==> src/rtl/psu_seq_pkg.sv <==
// rtl/psu_seq_pkg.sv - state encodings, default constants and width helper for the PSU rail sequencer
package psu_seq_pkg;

  localparam logic [2:0] ST_IDLE     = 3'd0;
  localparam logic [2:0] ST_RAMP     = 3'd1;
  localparam logic [2:0] ST_RUN      = 3'd2;
  localparam logic [2:0] ST_SHUTDOWN = 3'd3;
  localparam logic [2:0] ST_FAULT    = 3'd4;

  localparam int DEF_NUM_CH     = 5;
  localparam int DEF_CNT_W      = 32;
  localparam int DEF_STEP_DLY   = 400;
  localparam int DEF_PG_TIMEOUT = 4000;
  localparam int DEF_PG_FILT    = 4;

  // A single rail still needs a 1-bit index port.
  function automatic int clog2_min1(input int n);
    return (n <= 1) ? 1 : $clog2(n);
  endfunction

endpackage

==> src/rtl/psu_pg_filter.sv <==
// rtl/psu_pg_filter.sv - one rail of power-good synchroniser plus stable-count filter
module psu_pg_filter
  import psu_seq_pkg::*;
#(
  parameter int PG_FILT = DEF_PG_FILT
) (
  input  logic clk,
  input  logic n_rst,
  input  logic pg_i,
  output logic pg_o
);

  localparam int FW = $clog2(PG_FILT + 1);

  logic [1:0]    sync_q;
  logic [FW-1:0] cnt_q;
  logic          filt_q;

  // Output flips only after PG_FILT consecutive samples disagree with it.
  always_ff @(posedge clk or negedge n_rst) begin
    if (!n_rst) begin
      sync_q <= '0;
      cnt_q  <= '0;
      filt_q <= 1'b0;
    end else begin
      sync_q <= {sync_q[0], pg_i};
      if (sync_q[1] == filt_q) begin
        cnt_q <= '0;
      end else if (cnt_q == FW'(PG_FILT - 1)) begin
        filt_q <= sync_q[1];
        cnt_q  <= '0;
      end else begin
        cnt_q <= cnt_q + 1'b1;
      end
    end
  end

  assign pg_o = filt_q;

endmodule

==> src/rtl/psu_sequencer.sv <==
// rtl/psu_sequencer.sv - N-rail power-up/power-down sequencer; PSU_SEQ_PG_FILTER_EN adds per-rail pg filtering
module psu_sequencer
  import psu_seq_pkg::*;
#(
  parameter int NUM_CH     = DEF_NUM_CH,
  parameter int CNT_W      = DEF_CNT_W,
  parameter int STEP_DLY   = DEF_STEP_DLY,
  parameter int PG_TIMEOUT = DEF_PG_TIMEOUT,
  parameter int PG_FILT    = DEF_PG_FILT
) (
  input  logic                            clk,
  input  logic                            n_rst,
  input  logic                            en,
  input  logic                            clr_fault,
  input  logic [NUM_CH-1:0]               pg,
  output logic [NUM_CH-1:0]               act_ctl,
  output logic                            seq_done,
  output logic                            busy,
  output logic                            fault,
  output logic [clog2_min1(NUM_CH)-1:0]   fault_ch,
  output logic                            fault_to
);

  localparam int               CH_W      = clog2_min1(NUM_CH);
  localparam logic [CNT_W-1:0] STEP_LAST = CNT_W'(STEP_DLY - 1);
  localparam logic [CNT_W-1:0] TO_LAST   = CNT_W'(PG_TIMEOUT - 1);
  localparam logic [CH_W-1:0]  CH_LAST   = CH_W'(NUM_CH - 1);

  logic [2:0]        state_q, state_d;
  logic [CH_W-1:0]   ch_q, ch_d;
  logic [CNT_W-1:0]  cnt_q, cnt_d;
  logic [NUM_CH-1:0] act_q, act_d;
  logic [CH_W-1:0]   fch_q, fch_d;
  logic              fto_q, fto_d;
  logic [NUM_CH-1:0] pg_s;

`ifdef PSU_SEQ_PG_FILTER_EN
  for (genvar k = 0; k < NUM_CH; k++) begin : g_filt
    psu_pg_filter #(.PG_FILT(PG_FILT)) u_filt (
      .clk  (clk),
      .n_rst(n_rst),
      .pg_i (pg[k]),
      .pg_o (pg_s[k])
    );
  end
`else
  assign pg_s = pg;
`endif

  logic [NUM_CH-1:0] mon_mask;
  logic              loss, timeout, step_ok;
  logic [CH_W-1:0]   loss_ch, top_ch;

  // Rails already proven good are watched; the rail being ramped is not yet.
  always_comb begin
    mon_mask = '0;
    for (int k = 0; k < NUM_CH; k++) begin
      if ((state_q == ST_RUN) || ((state_q == ST_RAMP) && (CH_W'(k) < ch_q))) begin
        mon_mask[k] = 1'b1;
      end
    end
    loss    = |(~pg_s & mon_mask);
    loss_ch = '0;
    for (int k = NUM_CH - 1; k >= 0; k--) begin
      if (!pg_s[k] && mon_mask[k]) loss_ch = CH_W'(k);
    end
    top_ch = '0;
    for (int k = 0; k < NUM_CH; k++) begin
      if (act_q[k]) top_ch = CH_W'(k);
    end
    timeout = (state_q == ST_RAMP) && !pg_s[ch_q] && (cnt_q == TO_LAST);
    step_ok = (cnt_q >= STEP_LAST);
  end

  always_comb begin
    state_d = state_q;
    ch_d    = ch_q;
    cnt_d   = cnt_q;
    act_d   = act_q;
    fch_d   = fch_q;
    fto_d   = fto_q;
    case (state_q)
      ST_IDLE: begin
        if (en) begin
          state_d  = ST_RAMP;
          ch_d     = '0;
          cnt_d    = '0;
          act_d    = '0;
          act_d[0] = 1'b1;
        end
      end
      ST_RAMP, ST_RUN: begin
        if (timeout || loss) begin
          state_d = ST_FAULT;
          act_d   = '0;
          fch_d   = loss ? loss_ch : ch_q;
          fto_d   = !loss;
        end else if (!en) begin
          state_d       = ST_SHUTDOWN;
          act_d[top_ch] = 1'b0;
          ch_d          = top_ch;
          cnt_d         = '0;
        end else if (state_q == ST_RAMP) begin
          if (pg_s[ch_q] && step_ok) begin
            if (ch_q != CH_LAST) begin
              ch_d                 = ch_q + 1'b1;
              cnt_d                = '0;
              act_d[ch_q + 1'b1]   = 1'b1;
            end else begin
              state_d = ST_RUN;
            end
          end else if (cnt_q != TO_LAST) begin
            cnt_d = cnt_q + 1'b1;
          end
        end
      end
      ST_SHUTDOWN: begin
        if (step_ok) begin
          cnt_d = '0;
          if (ch_q != '0) begin
            act_d[ch_q - 1'b1] = 1'b0;
            ch_d               = ch_q - 1'b1;
          end else begin
            state_d = ST_IDLE;
          end
        end else begin
          cnt_d = cnt_q + 1'b1;
        end
      end
      ST_FAULT: begin
        act_d = '0;
        if (clr_fault && !en) begin
          state_d = ST_IDLE;
          ch_d    = '0;
          cnt_d   = '0;
        end
      end
      default: begin
        state_d = ST_IDLE;
        ch_d    = '0;
        cnt_d   = '0;
        act_d   = '0;
      end
    endcase
  end

  always_ff @(posedge clk or negedge n_rst) begin
    if (!n_rst) begin
      state_q <= ST_IDLE;
      ch_q    <= '0;
      cnt_q   <= '0;
      act_q   <= '0;
      fch_q   <= '0;
      fto_q   <= 1'b0;
    end else begin
      state_q <= state_d;
      ch_q    <= ch_d;
      cnt_q   <= cnt_d;
      act_q   <= act_d;
      fch_q   <= fch_d;
      fto_q   <= fto_d;
    end
  end

  assign act_ctl  = act_q;
  assign seq_done = (state_q == ST_RUN);
  assign busy     = (state_q == ST_RAMP) || (state_q == ST_SHUTDOWN);
  assign fault    = (state_q == ST_FAULT);
  assign fault_ch = fch_q;
  assign fault_to = fto_q;

endmodule

==> config.mk <==
export PLATFORM = sky130hd
export DESIGN_NAME = psu_sequencer
export DESIGN_NICKNAME = d
export VERILOG_FILES = /design/src/rtl/psu_seq_pkg.sv /design/src/rtl/psu_pg_filter.sv /design/src/rtl/psu_sequencer.sv
export SDC_FILE = /design/constraint.sdc
export NUM_CORES = 1
export LEC_CHECK = 0
export CAP_MARGIN = 40
export CELL_PAD_IN_SITES_DETAIL_PLACEMENT = 1
export CELL_PAD_IN_SITES_GLOBAL_PLACEMENT = 1
export CORE_UTILIZATION = 34
export DETAILED_ROUTE_END_ITERATION = 12
export DONT_BUFFER_PORTS = 1
export PLACE_DENSITY_LB_ADDON = 0.1
export SLEW_MARGIN = 20
export SYNTH_ARGS = -nofsm -noshare
export SYNTH_HDL_FRONTEND = slang
export SYNTH_SLANG_ARGS = --single-unit
==> constraint.sdc <==
create_clock -name clk -period 3.06 [get_ports clk]
set_input_delay 0.459 -clock clk [delete_from_list [all_inputs] [get_ports clk]]
set_output_delay 0.459 -clock clk [all_outputs]
set_load 0.005 [all_outputs]
## Word-level counts from Yosys, hierarchy flattened

Cells that the tools add are included.

- Register bits: 47

- $add $sub $neg: 3
- Magnitude comparators: 13
- Eq/ne operators: 22
- Multiplexer cells: 61
- Bitwise gates (word level): 7
- Reductions and logical operators: 41

Operators by type and width:

| cell | count |
|---|---|
| $mux W32 | 9 |
| $pmux W32 S4 | 1 |
| $mux W3 | 26 |
| $mux W5 | 8 |
| $add A32 B1 Y32 const B | 1 |
| $eq A32 B12 Y1 const B | 1 |
| $ge A32 B9 Y1 const B | 1 |
| $ne A32 B12 Y1 const B | 1 |
| $ne A4 B4 Y1 const B | 6 |
| $pmux W3 S4 | 2 |
| $logic_and A1 B1 Y1 | 17 |
| $lt A3 B4 Y1 const B | 4 |
| $and A5 B5 Y5 | 3 |
| $not A5 Y5 | 3 |
| $pmux W5 S3 | 1 |
| $ne A3 B3 Y1 const B | 4 |
| $reduce_and A6 Y1 | 2 |
| $mux W1 | 10 |
| $ne A2 B2 Y1 const B | 5 |
| $demux W1 S3 | 3 |
| $ge A3 B1 Y1 const B | 3 |
| $logic_not A1 Y1 | 8 |
| $reduce_and A8 Y1 | 1 |
| $logic_or A1 B1 Y1 | 7 |
| 17 further kinds | 20 |

## Depth between registers and ports, before layout

- Word-level depth: 13
- Mapped depth: 13
- Depth with buffers taken out: 9

## Worst setup path after synthesis

No wires, ideal clock.

- Path kind: reg2reg
- Start: register ch_q[1]
- End: register cnt_q[7]
- Setup time: 0.096 ns
- Data arrival time: 2.598 ns
- Required time: 2.964 ns
- Slack: 0.366 ns
- Stages on the path, launching flop included: 14
- Path buffers: 4
- Period minus slack after synthesis: 2.694 ns
- Cells stage by stage: dfrtp_1 > buf_2 > inv_1 > ha_1 > nor2b_1 > o221ai_1 > a32oi_1 > nand3_1 > a2111o_1 > buf_6 > or2_1 > buf_6 > buf_6 > o31ai_1

- Cells in the longest elaborated chain, start to end: 9
- Elaborated cells between the ends (all ways): 39
- Classes of those cells: 5 x order compare; 4 x eq/ne; 12 x mux; 1 x bitwise; 17 x reduce/logical

Ends and longest elaborated chain:

| what | line | RTL |
|---|---|---|
| from (decl) | psu_sequencer.sv:30 | `logic [CH_W-1:0] ch_q, ch_d;` |
| from (signal assigned) | psu_sequencer.sv:157 | `ch_q <= ch_d;` |
| $lt A1 B3 Y1, or another cell as far along | psu_sequencer.sv:58 | `if ((state_q == ST_RUN) \|\| ((state_q == ST_RAMP) && (CH_W'(k) < ch_q))) begin` |
| $logic_and A1 B1 Y1 | psu_sequencer.sv:58 |  |
| $logic_or A1 B1 Y1 | psu_sequencer.sv:58 |  |
| $mux W1 | psu_sequencer.sv:58 |  |
| $and A5 B5 Y5 | psu_sequencer.sv:62 | `loss = \|(~pg_s & mon_mask);` |
| $reduce_or A5 Y1 | psu_sequencer.sv:62 |  |
| $logic_or A1 B1 Y1 | psu_sequencer.sv:93 | `if (timeout \|\| loss) begin` |
| $ne A2 B2 Y1 (no line) | - |  |
| $reduce_and A6 Y1 (no line) | - |  |
| to (signal assigned) | psu_sequencer.sv:158 | `cnt_q <= cnt_d;` |
| to (decl) | psu_sequencer.sv:31 | `logic [CNT_W-1:0] cnt_q, cnt_d;` |

Parallel ways exist; a longest one is shown, timed or not. The select of a mux whose other input is x is not followed.
A chain may end at the register's enable or synchronous reset.

## Final worst setup path

- Start: register ch_q[1]
- End: register cnt_q[15]

The elaborated chain is that of the path after synthesis.

==> key figures <==
Floorplanning
  – Boundary Pins: 21
  – Starting Density: 0.353
  – Number of cell rows: 35
  – Die height: 100 um
  – Die area: 10100 um2
  – Die boundary width: 100 um
  – Core outline area: 9330 um2

Yosys
  – Synth Warn #: 0
  – Top-area cell type share of the netlist area: 0.358
  – Post-synth EDFFs: 0
  – Count of unique library cells instantiated by Yosys: 61
  – Synthesized area per cell: 8.08 um2
  – Fraction of registers with async set/reset: 1.00
  – Leading area contributor after synthesis: dfrtp_1
  – Top cells by area, synth: dfrtp_1 (36%), o21ai_0 (6.7%), o31ai_1 (5.0%)
  – Sequential share of the synthesized area: 0.358
  – Synth Flop Type: dfrtp_1
  – FF+latch count, synth: 47
  – Syn_nets: 421
  – Syn Inst Count: 407
  – Syn Std Cell Area: 3290 um2

Clocking
  – Max H-tree Level: 2
  – CTS max path bufs: 2
  – CTS Root Cell: clkbuf_8
  – CTS tree: yes
  – Clk pin slew, worst setup/hold paths: 100 ps
  – Later-pin clock latency in the skew report: 310 ps
  – Clock sink total: 47
  – Num CTS Buffers: 5

Global routing
  – First-pass GRT wire length: 17400 um
  – Initial antenna violation count: 0
  – Largest net degree at the start of global routing: 48
  – Vias in the first global route: 3209
  – Grt total ovfl: 0
  – GRT Total Usage: 0.219

Worst setup path
  – Setup crit end kind: register
  – FF-to-FF path depth: 10
  – Worst EP required: 3250 ps
  – Reg2Reg Launch Point: ch_q[1]$_DFFE_PN0P_
  – CP Max Fanout: 27
  – CP Launch Type: register
  – Critical Path Start: ch_q[1]$_DFFE_PN0P_
  – Crit Path Class: register to register
  – Reg-to-reg slack, setup: 170 ps
  – Reg2reg end: cnt_q[15]$_DFFE_PN0P_
  – Critical path arrival: 3090 ps

Flow run
  – Max-cap violations: 0

Finish
  – Design area: 3680 um2
  – Multi-input gate area: 1940 um2
  – Syn-to-layout area delta: 12.0%
  – Antenna diode count: 0
  – Post-layout nets: 426
  – Layout cells sized above 1: 0.0993
  – FF/Latch Area: 1180 um2
  – Non-filler cells, final: 542
  – Fill cell count: 1119

STA
  – Fin Clk Skew: 15.4 ps
  – Final Setup Violations: 0
  – Tmin final: 2890 ps
  – Slew @ Worst Pin: 507 ps
  – Slew Viols, Final: 0
  – Final hold vios: 0
  – Slew HR: 0.658
  – Final setup margin: 167 ps
  – Ratio of final minimum period to clock period: 0.945
  – F_max: 346 MHz

Place
  – Post-place setup slack: 56.7 ps
  – Placed instance area: 3510 um2
  – RD Place Congestion: 0.842
  – Dpl cells: 532
  – Post-detail-place hpwl: 7430 um
  – IO buf count: 0

Power and ir drop
  – Static Leak: 1.48 nW
  – Power Density: 316 nW/um2
  – Tot Pwr: 0.00116 W
  – Peak supply drop: 0.186 mV

Drt
  – Initial DRT Pass Iterations: 4
  – Vias: 3212
  – Initial drt markers: 108
  – Final WL: 10500 um
  – DR vias/cell: 5.93
  – DR WL/cell: 19.3 um
  – DR DRC count: 0
  – ANT nets after route: 0

Min path
  – Hold Crit Depth: 2
  – WHS Endpoint: state_q[2]$_DFFE_PN0P_
  – Hold Path Origin: clr_fault
  – Class of the worst hold path: primary input to register

Run status
  – Status: finished, final reports clean
-- worst max path at each step --
stage / to / slack (ps) / cells past startpoint
after floorplan: cnt_q[7]$_DFFE_PN0P_ / 370 / 13
after global placement: cnt_q[24]$_DFFE_PN0P_ / 200 / 10
after detailed placement: cnt_q[9]$_DFFE_PN0P_ / 60 / 8
after CTS: cnt_q[9]$_DFFE_PN0P_ / 30 / 8
after global routing: cnt_q[19]$_DFFE_PN0P_ / -30 / 9
final: cnt_q[15]$_DFFE_PN0P_ / 170 / 10
-- flip-flops by register name, summed over array words and instances, names as in the netlist --
name	count
act_ctl	5
ch_q	3
cnt_q	32
fault_ch	3
fault_to	1
state_q	3
-- critical path, stage by stage, from the launching register on --
cell and delay, ps:
dfrtp_1 390, inv_1 70, ha_1 130, nor2b_1 230, o221ai_1 190, a32oi_2 270
nand3_2 210, a2111o_1 490, or2_1 260, buf_12 180, o41ai_1 340
-- area by class of cell --
| class | count | share of cell area |
|---|---|---|
| flip-flops and latches | 47 | 0.320 |
| well taps | 129 | 0.0438 |
| clock inverters | 2 | 0.0105 |
| repair buffers | 23 | 0.0598 |
| inverters | 16 | 0.0163 |
| multi-input cells | 319 | 0.528 |
| clock buffers | 6 | 0.0224 |
-- synth_stat cells, types with 3 or more instances --
| library cell | count |
|---|---|
| buf_6 | 4 |
| nor3_1 | 11 |
| a21oi_1 | 21 |
| o211ai_1 | 4 |
| nand3_1 | 25 |
| or2_2 | 4 |
| nand3b_1 | 3 |
| nand2b_1 | 7 |
| dfrtp_1 | 47 |
| or4_1 | 3 |
| a31oi_1 | 7 |
| o21ai_0 | 44 |
| and2_1 | 3 |
| inv_1 | 13 |
| nand4_1 | 4 |
| ha_1 | 5 |
| buf_1 | 3 |
| nor4_1 | 10 |
| and4_1 | 8 |
| and3_1 | 12 |
| clkbuf_1 | 17 |
| o21ai_1 | 6 |
| nor2b_1 | 5 |
| nand2_1 | 33 |
| o41ai_1 | 5 |
| nor2_1 | 32 |
| mux2i_1 | 6 |
| o31ai_1 | 22 |
-- power breakdown --
group / total [W] / switching (W) / internal [W]
sequential: 0.000621 / 0 / 0.000621
clock: 0.000514 / 0.000244 / 0.000270
combinational: 0.0000300 / 0.0000206 / 0.00000945
total: 0.00116 / 0.000265 / 0.000900
-- stage by stage --
| step | util | setup TNS, ps | hold slack, ps |
|---|---|---|---|
| 2_1_floorplan | - | 0 | 163 |
| 3_3_place_gp | 0.377 | 0 | 165 |
| 3_5_place_dp | 0.377 | 0 | 165 |
| 4_1_cts | 0.394 | 0 | 318 |
| 5_1_grt | 0.395 | -56.9 | 348 |
| 6_report | 0.395 | 0 | 339 |
-- kinds of logic after synthesis --
family / Yosys count / share of synthesized area
AOI/OAI and AO/OA: 137 / 0.269
xor gates and xnor gates: 4 / 0.0107
adders and majority gates: 5 / 0.0190
buffers and inverters: 41 / 0.0563
DFF: 47 / 0.358
muxes: 6 / 0.0183
and+or+nand+nor: 167 / 0.270
-- timing repair --
action	in CTS	in global routing
endpoints found under the setup margin	0	13
setup buffers	0	0
hold buffers	2	0
resized for setup	0	3
hold endpoints to repair	47	0
-- metal layers --
metal	track usage	wire length, um	up-vias
li1	-	-	1553
met1	0.325	5340	1583
met2	0.327	4530	72
met3	0.0432	543	4
met4	0.0446	46	0
met5	0	0	-
-- layout by cell type, fill, tap and decap left out, types with 4 or more instances in the layout --
master     n
o21ai_1    6
nand2b_1   7
or2_2      4
o21ai_0   44
o211ai_1   4
buf_4     19
mux2i_1    6
nor2b_1    5
and3_1    12
nor3_1    11
nand4_1    4
nand3_1   24
nand2_1   33
dfrtp_1   46
inv_1     13
ha_1       5
nor4_1    10
clkbuf_8   6
o31ai_1   22
a31oi_1    7
and4_1     8
o41ai_1    5
nor2_1    32
a21oi_1   20
(Power assumes the default switching activity.)
